`src/rtl/gam_weight_updater.sv`:
```
// rtl/gam_weight_updater.sv - GAM winner write-back: w_new = w + ((x - w) >>> shift), LANES elements per cycle
// Optional round-half-up step when GAM_UPDATE_ROUND_EN is defined.
package GAM_package;
  localparam int VECTOR_LEN = 4;
  typedef logic [VECTOR_LEN*8-1:0] node_vector_T;
endpackage

module gam_weight_updater
  import GAM_package::*;
#(
  parameter int LANES   = 1,
  parameter int SHIFT_W = 4
) (
  input  logic               clk,
  input  logic               rst_n,
  input  logic               start_valid,
  output logic               start_ready,
  input  node_vector_T       x,
  input  node_vector_T       w,
  input  logic [SHIFT_W-1:0] shift,
  output logic               busy,
  output logic               done_valid,
  input  logic               done_ready,
  output node_vector_T       w_new,
  output logic               changed
);

  localparam int IDX_W = $clog2(VECTOR_LEN + 1);
  localparam logic [IDX_W-1:0] LAST_IDX  = IDX_W'(VECTOR_LEN - LANES);
  localparam logic [IDX_W-1:0] LANE_STEP = IDX_W'(LANES);

  generate
    if (LANES < 1 || (VECTOR_LEN % LANES) != 0) begin : g_bad_lanes
      $error("gam_weight_updater: VECTOR_LEN must be divisible by LANES");
    end
  endgenerate

  typedef enum logic [1:0] {
    IDLE,
    RUN,
    DONE
  } state_t;

  state_t             state;
  state_t             state_next;
  node_vector_T       x_q;
  node_vector_T       w_q;
  logic [SHIFT_W-1:0] shift_q;
  logic [IDX_W-1:0]   index;
  node_vector_T       w_new_next;
  logic               changed_next;
  logic               accept;
  logic               last_group;

  // One element update; the result always lands between w and x, so 8-bit truncation is exact.
  function automatic logic [7:0] update_elem(input logic [7:0]         xe,
                                             input logic [7:0]         we,
                                             input logic [SHIFT_W-1:0] sh);
    logic signed [8:0] delta;
    logic [7:0]        step;
`ifdef GAM_UPDATE_ROUND_EN
    logic signed [9:0] biased;
`endif
    delta = $signed({1'b0, xe}) - $signed({1'b0, we});
`ifdef GAM_UPDATE_ROUND_EN
    biased = '0;
    if (sh == '0) begin
      step = delta[7:0];
    end else if (int'(sh) > 8) begin
      // |delta| < 2^8 <= 2^(sh-1): the biased value sits in [0, 2^sh) and floors to zero.
      step = '0;
    end else begin
      biased = {delta[8], delta} + (10'sd1 <<< (int'(sh) - 1));
      step   = 8'(biased >>> sh);
    end
`else
    step = 8'(delta >>> sh);
`endif
    return we + step;
  endfunction

  assign accept     = start_valid && start_ready;
  assign last_group = (index == LAST_IDX);

  always_ff @(posedge clk or negedge rst_n) begin
    if (!rst_n) begin
      state <= IDLE;
    end else begin
      state <= state_next;
    end
  end

  always_comb begin
    state_next  = state;
    start_ready = 1'b0;
    busy        = 1'b0;
    done_valid  = 1'b0;
    unique case (state)
      IDLE: begin
        start_ready = 1'b1;
        if (start_valid) state_next = RUN;
      end
      RUN: begin
        busy = 1'b1;
        if (last_group) state_next = DONE;
      end
      DONE: begin
        busy       = 1'b1;
        done_valid = 1'b1;
        if (done_ready) state_next = IDLE;
      end
      default: state_next = IDLE;
    endcase
  end

  always_comb begin
    int         elem;
    logic [7:0] upd;
    elem         = 0;
    upd          = '0;
    w_new_next   = w_new;
    changed_next = changed;
    for (int l = 0; l < LANES; l++) begin
      elem = int'(index) + l;
      upd  = update_elem(x_q[elem*8 +: 8], w_q[elem*8 +: 8], shift_q);
      w_new_next[elem*8 +: 8] = upd;
      if (upd != w_q[elem*8 +: 8]) changed_next = 1'b1;
    end
  end

  // Index wraps to zero after the last group so lane addressing never leaves the vector.
  always_ff @(posedge clk or negedge rst_n) begin
    if (!rst_n) begin
      x_q     <= '0;
      w_q     <= '0;
      shift_q <= '0;
      index   <= '0;
      w_new   <= '0;
      changed <= 1'b0;
    end else if (accept) begin
      x_q     <= x;
      w_q     <= w;
      shift_q <= shift;
      index   <= '0;
      w_new   <= '0;
      changed <= 1'b0;
    end else if (state == RUN) begin
      w_new   <= w_new_next;
      changed <= changed_next;
      index   <= last_group ? '0 : index + LANE_STEP;
    end
  end

endmodule

```
`config.mk`:
```
export PLATFORM = sky130hd
export DESIGN_NAME = gam_weight_updater
export DESIGN_NICKNAME = d
export VERILOG_FILES = /design/src/rtl/gam_weight_updater.sv
export SDC_FILE = /design/constraint.sdc
export NUM_CORES = 1
export LEC_CHECK = 0
export ABC_AREA = 1
export CORE_MARGIN = 3
export CORE_UTILIZATION = 25
export CTS_CLUSTER_DIAMETER = 80
export CTS_CLUSTER_SIZE = 25
export DETAILED_ROUTE_END_ITERATION = 8
export GPL_TIMING_DRIVEN = 0
export PLACE_DENSITY = 0.53
export SETUP_SLACK_MARGIN = 0.2
export SYNTH_ARGS = -nofsm -noshare
export SYNTH_HDL_FRONTEND = slang
export SYNTH_SLANG_ARGS = --single-unit
```
`constraint.sdc`:
```
create_clock -name clk -period 5.4 [get_ports clk]
set_input_delay 0.81 -clock clk [delete_from_list [all_inputs] [get_ports clk]]
set_output_delay 0.81 -clock clk [all_outputs]
set_load 0.1 [all_outputs]
```
==> impl_metrics.py, run 1 <==
metrics = {
    "status": {
        "status": "finished, final reports clean",
    },
    "floorplanning": {
        "placementRows": 55,
        "start_util_pct": 25.8,
        "die_h_um": 160,
        "die_w_um": 160,
        "fp.coreArea_um2": 22900,
        "dieArea_um2": 25500,
        "ios": 108,
    },
    "timing": {
        "hold_slack_ps": 441,
        "timing.clock.skew_ps": 9.55,
        "fin_crit_sh_pct": 90.2,
        "fin_ws_ps": 531,
        "grt_setup_unrepaired": "false",
        "hold_violations": 0,
        "fmax_mhz": 205,
        "setup_viol": 0,
        "finalMaxSlewViolations": 0,
        "worst_pin_slew_ps": 988,
        "min_period_ps": 4870,
        "relSlewSlack_pct": 33.9,
    },
    "synthesis": {
        "synthDistinctLibCells": 45,
        "ys_seq_area_share_pct": 44.9,
        "ys_ff_latch": 106,
        "yosysWarnings": 0,
        "synth_top_area_cell": "dfrtp_1",
        "synth_ff_type": "dfrtp_1",
        "netlist_top_cells_area": "dfrtp_1 (45%), nand2_1 (18%), o21ai_0 (6.0%), ha_1 (5.1%), nand3_1 (4.7%)",
        "synth_edf_count": 0,
        "avgSynthCellArea_um2": 7.62,
        "netlist.area_leader.share_pct": 44.9,
        "syn_inst": 775,
        "syn-num-nets": 873,
        "async_reset_ff_share_pct": 100,
        "syn_area_um2": 5910,
    },
    "clock_network": {
        "cts-root-buf": "clkbuf_16",
        "cts_tree": "yes",
        "hold_buffers": 0,
        "ctsLongestPathBuffers": 2,
        "cts.clk_slew.worst_paths_ps": 70,
        "cts-htree-levels": 3,
        "numCtsBuffers": 9,
        "clk-insertion-delay-late_ps": 350,
        "clock-sinks": 106,
    },
    "setup_path": {
        "worstPathArrival_ps": 5080,
        "path_max_fanout": 10,
        "reg2reg_to": "changed$_DFFE_PN0P_",
        "start_kind": "flip-flop",
        "r2r_setup_slack_ps": 530,
        "cpMaxStageDelayCell": "dfrtp_2",
        "end_kind": "flip-flop",
        "worst_path_largest_cell_delay_ps": 430,
        "path_class": "flip-flop to flip-flop",
        "worst_ep_required_time_ps": 5610,
        "r2r-start": "index[0]$_DFFE_PN0P_",
        "rr_worst_depth": 32,
    },
    "cells_and_area": {
        "nets": 995,
        "layout_common_cells": "nand2_1 (286), clkdlybuf4s50_1 (106), dfrtp_1 (105), o21ai_0 (71), inv_1 (58)",
        "layout.cells.most_common": "nand2_1",
        "drive_gt1_share_pct": 6.76,
        "design_area_um2": 7810,
        "syn2layout_area_growth_pct": 32.3,
        "antenna_cells": 0,
        "final_cell_count_no_fill": 1215,
    },
    "hold_path": {
        "min_path_type": "primary input to async pin",
    },
    "placed_design": {
        "post-place-ws_ps": -210,
        "port_buffers": 107,
        "gp_congestion": 0.857,
        "dp_hpwl_mm": 14.3,
        "dpl.cell_count": 1196,
        "dpl_cell_area_um2": 7390,
    },
    "global_route": {
        "antenna_found_initial": 0,
        "grtUsageTotal_pct": 14.3,
        "grt_first_pass_wirelength_mm": 28.9,
        "grt_pass1_vias": 5352,
        "grt_overflow_total": 0,
        "grt_max_degree": 68,
    },
    "route": {
        "dr_total_vias": 5411,
        "avgViaCountPerCell": 4.45,
        "routed_wl_mm": 18.1,
        "dr.pass1.iters": 5,
        "drc": 0,
        "wl_per_cell_um": 14.9,
        "drt-initial-drc-count": 277,
        "drtAntennaViolNets": 0,
    },
    "flow_run": {
        "maxCapViolCount": 0,
    },
}
[stage by stage]
stage          utilization, %  TNS [ps]
6_report                 34.1         0
5_1_grt                  34.1         0
3_3_place_gp             32.2    -79680
3_5_place_dp             32.3      -210
2_1_floorplan               -         0
4_1_cts                  33.8         0
[layout make-up]
type / count / area [um^2]
plain buffers: 31 / 205
clock buffers: 11 / 253
clock inverters: 5 / 82.6
fillers: 2458 / 15100
inverters: 63 / 241
multi-input cells: 575 / 2870
flip-flops and latches: 106 / 2650
well taps: 313 / 392
repair buffers: 111 / 1120
[kinds of logic after synthesis]
kind of cell,after synthesis,synth area share [%]
AND/OR/NAND/NOR,421,29.3
AO/OA/AOI/OAI,120,11.6
flip-flops,106,44.9
buffers and inverters,94,7.14
adder cells (fa/ha/maj),26,5.76
XOR/XNOR,8,1.31
[synthesized netlist by cell type (4+ instances only)]
master,instances
ha_1,24
nand4_1,6
a21oi_1,16
o21ai_0,71
o21ai_1,6
buf_1,5
nor3_1,4
nor2_1,54
nand3_1,55
o22ai_1,5
nand2_1,288
dfrtp_1,106
buf_6,4
xnor2_1,4
inv_1,59
clkbuf_1,16
o211ai_1,4
[how the worst max path moves through the flow]
stage / start / to / slack, ps / cells after the start
5_1_grt: index[0]$_DFFE_PN0P_ / changed$_DFFE_PN0P_ / 190 / 34
6_report: index[0]$_DFFE_PN0P_ / changed$_DFFE_PN0P_ / 530 / 32
3_3_place_gp: rst_n / w_q[26]$_DFFE_PN0P_ / -770 / 1
3_5_place_dp: index[0]$_DFFE_PN0P_ / changed$_DFFE_PN0P_ / -210 / 32
2_1_floorplan: index[0]$_DFFE_PN0P_ / changed$_DFFE_PN0P_ / 1030 / 34
4_1_cts: index[0]$_DFFE_PN0P_ / changed$_DFFE_PN0P_ / 230 / 28
[flip-flops by register name (all words and copies together), names as in the netlist]
register and count:
w_new 32, w_q 32, x_q 32, shift_q 4, index 3, state 2
changed 1
[critical path, delay by kind of cell, from the launching register on]
family / cells / cell delay [ps]
AO/OA/AOI/OAI: 5 / 640
XOR/XNOR: 2 / 390
adder cells (fa/ha/maj): 4 / 1120
buffers and inverters: 6 / 750
flip-flops: 1 / 430
AND/OR/NAND/NOR: 15 / 1400
[what timing repair did]
| item | CTS | global route |
|---|---|---|
| endpoints found under the hold margin | 0 | 0 |
| setup endpoints to repair | 5 | 13 |
| pin swaps | 0 | 4 |
| buffers inserted | 0 | 3 |
| gates resized for setup | 5 | 18 |
| gates cloned | 0 | 0 |
[per-layer routing]
layer | up-vias | global-route usage, % | share of wire, %
met5 | - | 0 | 0
met2 | 129 | 22.2 | 45
met3 | 13 | 2.78 | 4.5
met1 | 2512 | 20.6 | 49
met4 | 0 | 3.22 | 0.97
li1 | 2757 | - | -
Power of run 1 is not shown: default switching activity piles up to over one toggle a cycle in this logic, so the estimate is an artifact.
==> run 2: changes to the inputs <==
--- a/config.mk
+++ b/config.mk
@@ -6,13 +6,13 @@
 export NUM_CORES = 1
 export LEC_CHECK = 0
 export ABC_AREA = 1
-export CORE_MARGIN = 3
 export CORE_UTILIZATION = 25
 export CTS_CLUSTER_DIAMETER = 80
 export CTS_CLUSTER_SIZE = 25
 export DETAILED_ROUTE_END_ITERATION = 8
 export GPL_TIMING_DRIVEN = 0
 export PLACE_DENSITY = 0.53
+export RECOVER_POWER = 50
 export SETUP_SLACK_MARGIN = 0.2
 export SYNTH_ARGS = -nofsm -noshare
 export SYNTH_HDL_FRONTEND = slang
==> run 2 against run 1 <==
Compared with the run above: the flow now finishes with violations (max-capacitance violations, max-slew violations); core utilization about the same; critical path depth unchanged; global-route usage up 1.4 points; count of clock-buffer cells in the layout unchanged; maximum frequency down 0.78%; sequential cell count unchanged; register-to-register slack worse by 40 ps; first-iteration DRC count up 4.3%; worst hold slack better by 38 ps; wire length up 1.3%; cell area down 0.14%; final cell count up 0.33%; critical path type unchanged; highest routed layer unchanged.
==> impl_metrics.py, run 2 (synthesized netlist as in run 1, its figures left out) <==
metrics = {
    "route": {
        "dr_total_vias": 5452,
        "drc": 0,
        "drt-initial-drc-count": 289,
        "routed.top_layer": "met4",
        "wl_met1_mm": 8.89,
        "met2_length_mm": 8.24,
        "wl_met3_um": 870,
        "drtAntennaViolNets": 0,
        "routed_wl_mm": 18.3,
        "dr.pass1.iters": 5,
        "wl_per_cell_um": 15.0,
        "avgViaCountPerCell": 4.47,
    },
    "setup_path": {
        "worst_path_largest_cell_delay_ps": 470,
        "cp-startpoint": "index[0]$_DFFE_PN0P_",
        "worstPathArrival_ps": 5130,
        "cpMaxStageDelayCell": "dfrtp_2",
        "r2r_setup_slack_ps": 490,
        "r2r-start": "index[0]$_DFFE_PN0P_",
        "cpMostUsedCell": "nand2_1",
        "path_class": "flip-flop to flip-flop",
        "end_kind": "flip-flop",
        "crit_family": "simple AND/OR/NAND/NOR gates",
        "path_max_fanout": 10,
        "reg2reg_to": "changed$_DFFE_PN0P_",
        "start_kind": "flip-flop",
        "critPathBufInv": 6,
        "worst_ep_required_time_ps": 5620,
        "rr_worst_depth": 32,
    },
    "placed_design": {
        "dpl_cell_area_um2": 7390,
        "post-place-ws_ps": -261,
        "gp_congestion": 0.878,
        "dp_hpwl_mm": 14.2,
        "port_buffers": 107,
    },
    "status": {
        "violations": "max-capacitance violations, max-slew violations",
        "status": "finished, violations left",
    },
    "timing": {
        "finalMaxSlewViolations": 59,
        "hold_violations": 0,
        "grt_setup_unrepaired": "false",
        "fin_ws_ps": 492,
        "timing.clock.skew_ps": 13.6,
        "setup_viol": 0,
        "relSlewSlack_pct": -108,
        "fin_crit_sh_pct": 90.9,
        "fin_tns_setup_ps": 0,
        "worst_pin_slew_ps": 3130,
        "fmax_mhz": 204,
        "min_period_ps": 4910,
    },
    "global_route": {
        "grt_first_pass_wirelength_mm": 29.1,
        "antenna_found_initial": 0,
        "grt_pass1_vias": 5501,
        "grt_overflow_total": 0,
        "grtUsageTotal_pct": 15.7,
        "grt_max_degree": 59,
    },
    "floorplanning": {
        "placementRows": 55,
        "die_w_um": 156,
        "fp.coreArea_um2": 22900,
        "start_util_pct": 25.8,
        "ios": 108,
        "die_h_um": 156,
        "dieArea_um2": 24200,
    },
    "clock_network": {
        "cts_tree": "yes",
        "cts.clk_slew.worst_paths_ps": 80,
        "hold_buffers": 0,
        "clk-insertion-delay-late_ps": 360,
        "cts-root-buf": "clkbuf_16",
        "numCtsBuffers": 9,
        "ctsLongestPathBuffers": 2,
        "cts-htree-levels": 3,
        "clock-sinks": 106,
    },
    "hold_path": {
        "min_path_type": "flip-flop to flip-flop",
        "hp-start": "w_q[9]$_DFFE_PN0P_",
        "min_to": "w_q[9]$_DFFE_PN0P_",
        "hold-path-cell-count": 2,
    },
    "cells_and_area": {
        "nets": 999,
        "drive_gt1_share_pct": 7.28,
        "design_area_um2": 7800,
        "syn2layout_area_growth_pct": 32.1,
        "layout.cells.most_common": "nand2_1",
        "antenna_cells": 0,
        "layout_common_cells": "nand2_1 (286), dfrtp_1 (105), clkdlybuf4s50_1 (105), o21ai_0 (71), inv_1 (57)",
        "reg.largest.list": "w_new (32), w_q (32), x_q (32)",
    },
    "flow_run": {
        "maxCapViolCount": 1,
    },
}
run 2: worst max path at each step:
stage | endpoint | slack, ps | cells after the start
6_report | changed$_DFFE_PN0P_ | 490 | 32
5_1_grt | changed$_DFFE_PN0P_ | 100 | 32
3_5_place_dp | changed$_DFFE_PN0P_ | -260 | 32
4_1_cts | changed$_DFFE_PN0P_ | 240 | 34
3_3_place_gp | shift_q[2]$_DFFE_PN0P_ | -700 | 1
2_1_floorplan | changed$_DFFE_PN0P_ | 1030 | 34
run 2: final cells by class:
class | count | area [um^2]
Fill cell | 2433 | 15100
Multi-Input combinational cell | 575 | 2890
Sequential cell | 106 | 2650
Timing Repair Buffer | 115 | 1140
Tap cell | 313 | 392
Inverter | 63 | 244
Clock buffer | 11 | 233
Buffer | 31 | 209
Clock inverter | 5 | 37.5
run 2: stage by stage:
| step | instances | util [%] | hold WS [ps] |
|---|---|---|---|
| final | 1219 | 34.0 | 479 |
| after floorplan | 775 | - | 444 |
| after CTS | 1212 | 33.6 | 480 |
| after global routing | 1219 | 34.0 | 504 |
| after global placement | 1195 | 32.2 | 457 |
| after detailed placement | 1196 | 32.3 | 460 |
run 2: per-layer routing:
metal  track usage [%]  vias up
met5                 0        -
met4              4.25        0
met3              2.94       20
met2              25.2      130
met1              21.4     2543
li1                  -     2759
run 2: timing repair:
action	4_1_cts	5_1_grt
pin swaps	1	6
gates resized for setup	11	19
cloned	0	1
setup buffers	0	6
endpoints found under the setup margin	8	5
run 2: worst register-to-register path: cells and delay by family, from the launching register on:
kind / cells / cell delay [ps]
xor+xnor: 2 / 340
simple gates: 15 / 1410
flops: 1 / 470
fa+ha+maj: 4 / 1200
compound gates: 5 / 640
buf+inv: 6 / 700
Power of run 2 is left out for the same reason.
==> run 3: changes to the inputs <==
--- a/config.mk
+++ b/config.mk
@@ -13,7 +13,9 @@
 export GPL_TIMING_DRIVEN = 0
 export PLACE_DENSITY = 0.53
 export RECOVER_POWER = 50
-export SETUP_SLACK_MARGIN = 0.2
+export REMOVE_ABC_BUFFERS = 1
+export SETUP_SLACK_MARGIN = 0.1
+export SKIP_CTS_REPAIR_TIMING = 1
 export SYNTH_ARGS = -nofsm -noshare
 export SYNTH_HDL_FRONTEND = slang
 export SYNTH_SLANG_ARGS = --single-unit
==> run 3 against run 2 <==
Compared with the run above: the run still ends with max-capacitance violations, max-slew violations left; final cell count shrank 1.7%; die area is the same; register-to-register slack gained 160 ps; maximum frequency grew 3.3%; sequential cell count is the same; critical path type unchanged.
==> impl_metrics.py, run 3 (synthesized netlist as in run 1, its figures left out) <==
metrics = {
    "clock_network": {
        "cts_tree": "yes",
        "cts-htree-levels": 3,
        "cts-root-buf": "clkbuf_16",
        "ctsLongestPathBuffers": 2,
        "numCtsBuffers": 9,
        "clk-insertion-delay-late_ps": 360,
        "cts.clk_slew.worst_paths_ps": 70,
        "clock-sinks": 106,
    },
    "hold_path": {
        "min_path_type": "flip-flop to flip-flop",
    },
    "timing": {
        "setup_viol": 0,
        "timing.clock.skew_ps": 5.70,
        "grt_setup_unrepaired": "false",
        "relSlewSlack_pct": -83.7,
        "finalMaxSlewViolations": 52,
        "hold_violations": 0,
        "min_period_ps": 4750,
        "worst_pin_slew_ps": 2760,
        "fin_crit_sh_pct": 88.0,
        "fmax_mhz": 210,
    },
    "cells_and_area": {
        "syn2layout_area_growth_pct": 30.2,
        "reg.largest.list": "w_new (32), w_q (32), x_q (32)",
        "layout.cells.most_common": "nand2_1",
        "final_cell_count_no_fill": 1198,
        "fill_cells": 2535,
        "drive_gt1_share_pct": 7.23,
        "layout_common_cells": "nand2_1 (285), dfrtp_1 (104), clkdlybuf4s50_1 (91), o21ai_0 (69), inv_1 (58)",
        "antenna_cells": 0,
        "design_area_um2": 7690,
        "nets": 978,
        "post-route-util_pct": 33.6,
    },
    "setup_path": {
        "r2r-start": "index[0]$_DFFE_PN0P_",
        "cpMaxStageDelayCell": "dfrtp_4",
        "start_kind": "flip-flop",
        "reg2reg_to": "changed$_DFFE_PN0P_",
        "rr_worst_depth": 32,
        "worst_path_largest_cell_delay_ps": 510,
        "r2r_setup_slack_ps": 650,
        "end_kind": "flip-flop",
        "path_max_fanout": 16,
        "worst_ep_required_time_ps": 5640,
        "cpMostUsedCell": "nand2_1",
        "worstPathArrival_ps": 5000,
        "path_class": "flip-flop to flip-flop",
        "crit_end": "changed$_DFFE_PN0P_",
        "cp-startpoint": "index[0]$_DFFE_PN0P_",
    },
    "global_route": {
        "grt_first_pass_wirelength_mm": 26.5,
        "grtUsageTotal_pct": 14.1,
        "grt_overflow_total": 0,
        "antenna_found_initial": 0,
        "grt_max_degree": 75,
        "grt_pass1_vias": 5105,
    },
    "route": {
        "wl_per_cell_um": 13.9,
        "avgViaCountPerCell": 4.37,
        "dr_total_vias": 5235,
        "drt-initial-drc-count": 281,
        "drtAntennaViolNets": 0,
        "routed_wl_mm": 16.7,
        "dr.pass1.iters": 4,
        "drc": 0,
    },
    "floorplanning": {
        "die_w_um": 156,
        "start_util_pct": 25.8,
        "die_h_um": 156,
        "ios": 108,
        "fp.coreArea_um2": 22900,
        "placementRows": 55,
        "dieArea_um2": 24200,
    },
    "status": {
        "status": "finished, violations left",
        "violations": "max-capacitance violations, max-slew violations",
    },
    "placed_design": {
        "port_buffers": 107,
        "dpl_cell_area_um2": 7260,
        "gp_congestion": 0.881,
        "dpl.cell_count": 1167,
        "dp_hpwl_mm": 12.0,
    },
    "flow_run": {
        "maxCapViolCount": 1,
    },
}
-- run 3: cell types whose count changed in the layout (fill, tap and decap cells not counted), moves of 3 or more --
cell,previous run,this run
clkbuf_1,19,1
clkdlybuf4s50_1,105,91
dlygate4sd3_1,1,15
buf_4,6,12
buf_1,4,0
clkinvlp_4,1,5
buf_6,3,0
buf_8,3,0
-- run 3: how the worst min path moves through the flow --
stage / start / endpoint / cells after the start
after detailed placement: x_q[5]$_DFFE_PN0P_ / x_q[5]$_DFFE_PN0P_ / 2
after CTS: x_q[7]$_DFFE_PN0P_ / x_q[7]$_DFFE_PN0P_ / 2
final: x_q[7]$_DFFE_PN0P_ / x_q[7]$_DFFE_PN0P_ / 2
after global placement: w_q[25]$_DFFE_PN0P_ / w_q[25]$_DFFE_PN0P_ / 2
after floorplan: w_q[14]$_DFFE_PN0P_ / w_q[14]$_DFFE_PN0P_ / 2
after global routing: x_q[30]$_DFFE_PN0P_ / x_q[30]$_DFFE_PN0P_ / 2
-- run 3: layout make-up --
cell class                      count  area (um^2)  share of cell area [%]
Clock buffer                        9          225                    2.93
Clock inverter                      7         61.3                   0.797
Inverter                           63          246                    3.20
Multi-Input combinational cell    575         2870                    37.3
Sequential cell                   106         2660                    34.5
Tap cell                          313          392                    5.09
Timing Repair Buffer              123         1220                    15.9
Timing Repair inverter              2         15.0                   0.195
-- run 3: per-layer routing --
metal	track usage, %	vias up	wire (um)
li1	-	2711	-
met1	19.0	2414	8220
met2	23.5	97	7720
met3	2.42	13	551
met4	3.22	0	157
met5	0	-	0
-- run 3: through the flow --
| step | setup slack (ps) | hold slack [ps] | setup TNS [ps] |
|---|---|---|---|
| floorplan | 257 | 444 | 0 |
| global placement | -2280 | 456 | -243710 |
| detailed placement | -558 | 460 | -1300 |
| CTS | -575 | 480 | -1550 |
| global route | 100 | 496 | 0 |
| finish | 649 | 477 | 0 |
-- run 3: critical path, delay by kind of cell (launching register included) --
kind | cells | cell delay, ps
AOI/OAI and AO/OA | 5 | 500
xor gates and xnor gates | 1 | 150
adders and majority gates | 4 | 1160
buffers and inverters | 6 | 660
DFF | 1 | 510
and+or+nand+nor | 16 | 1650
Power of run 3 is left out for the same reason.
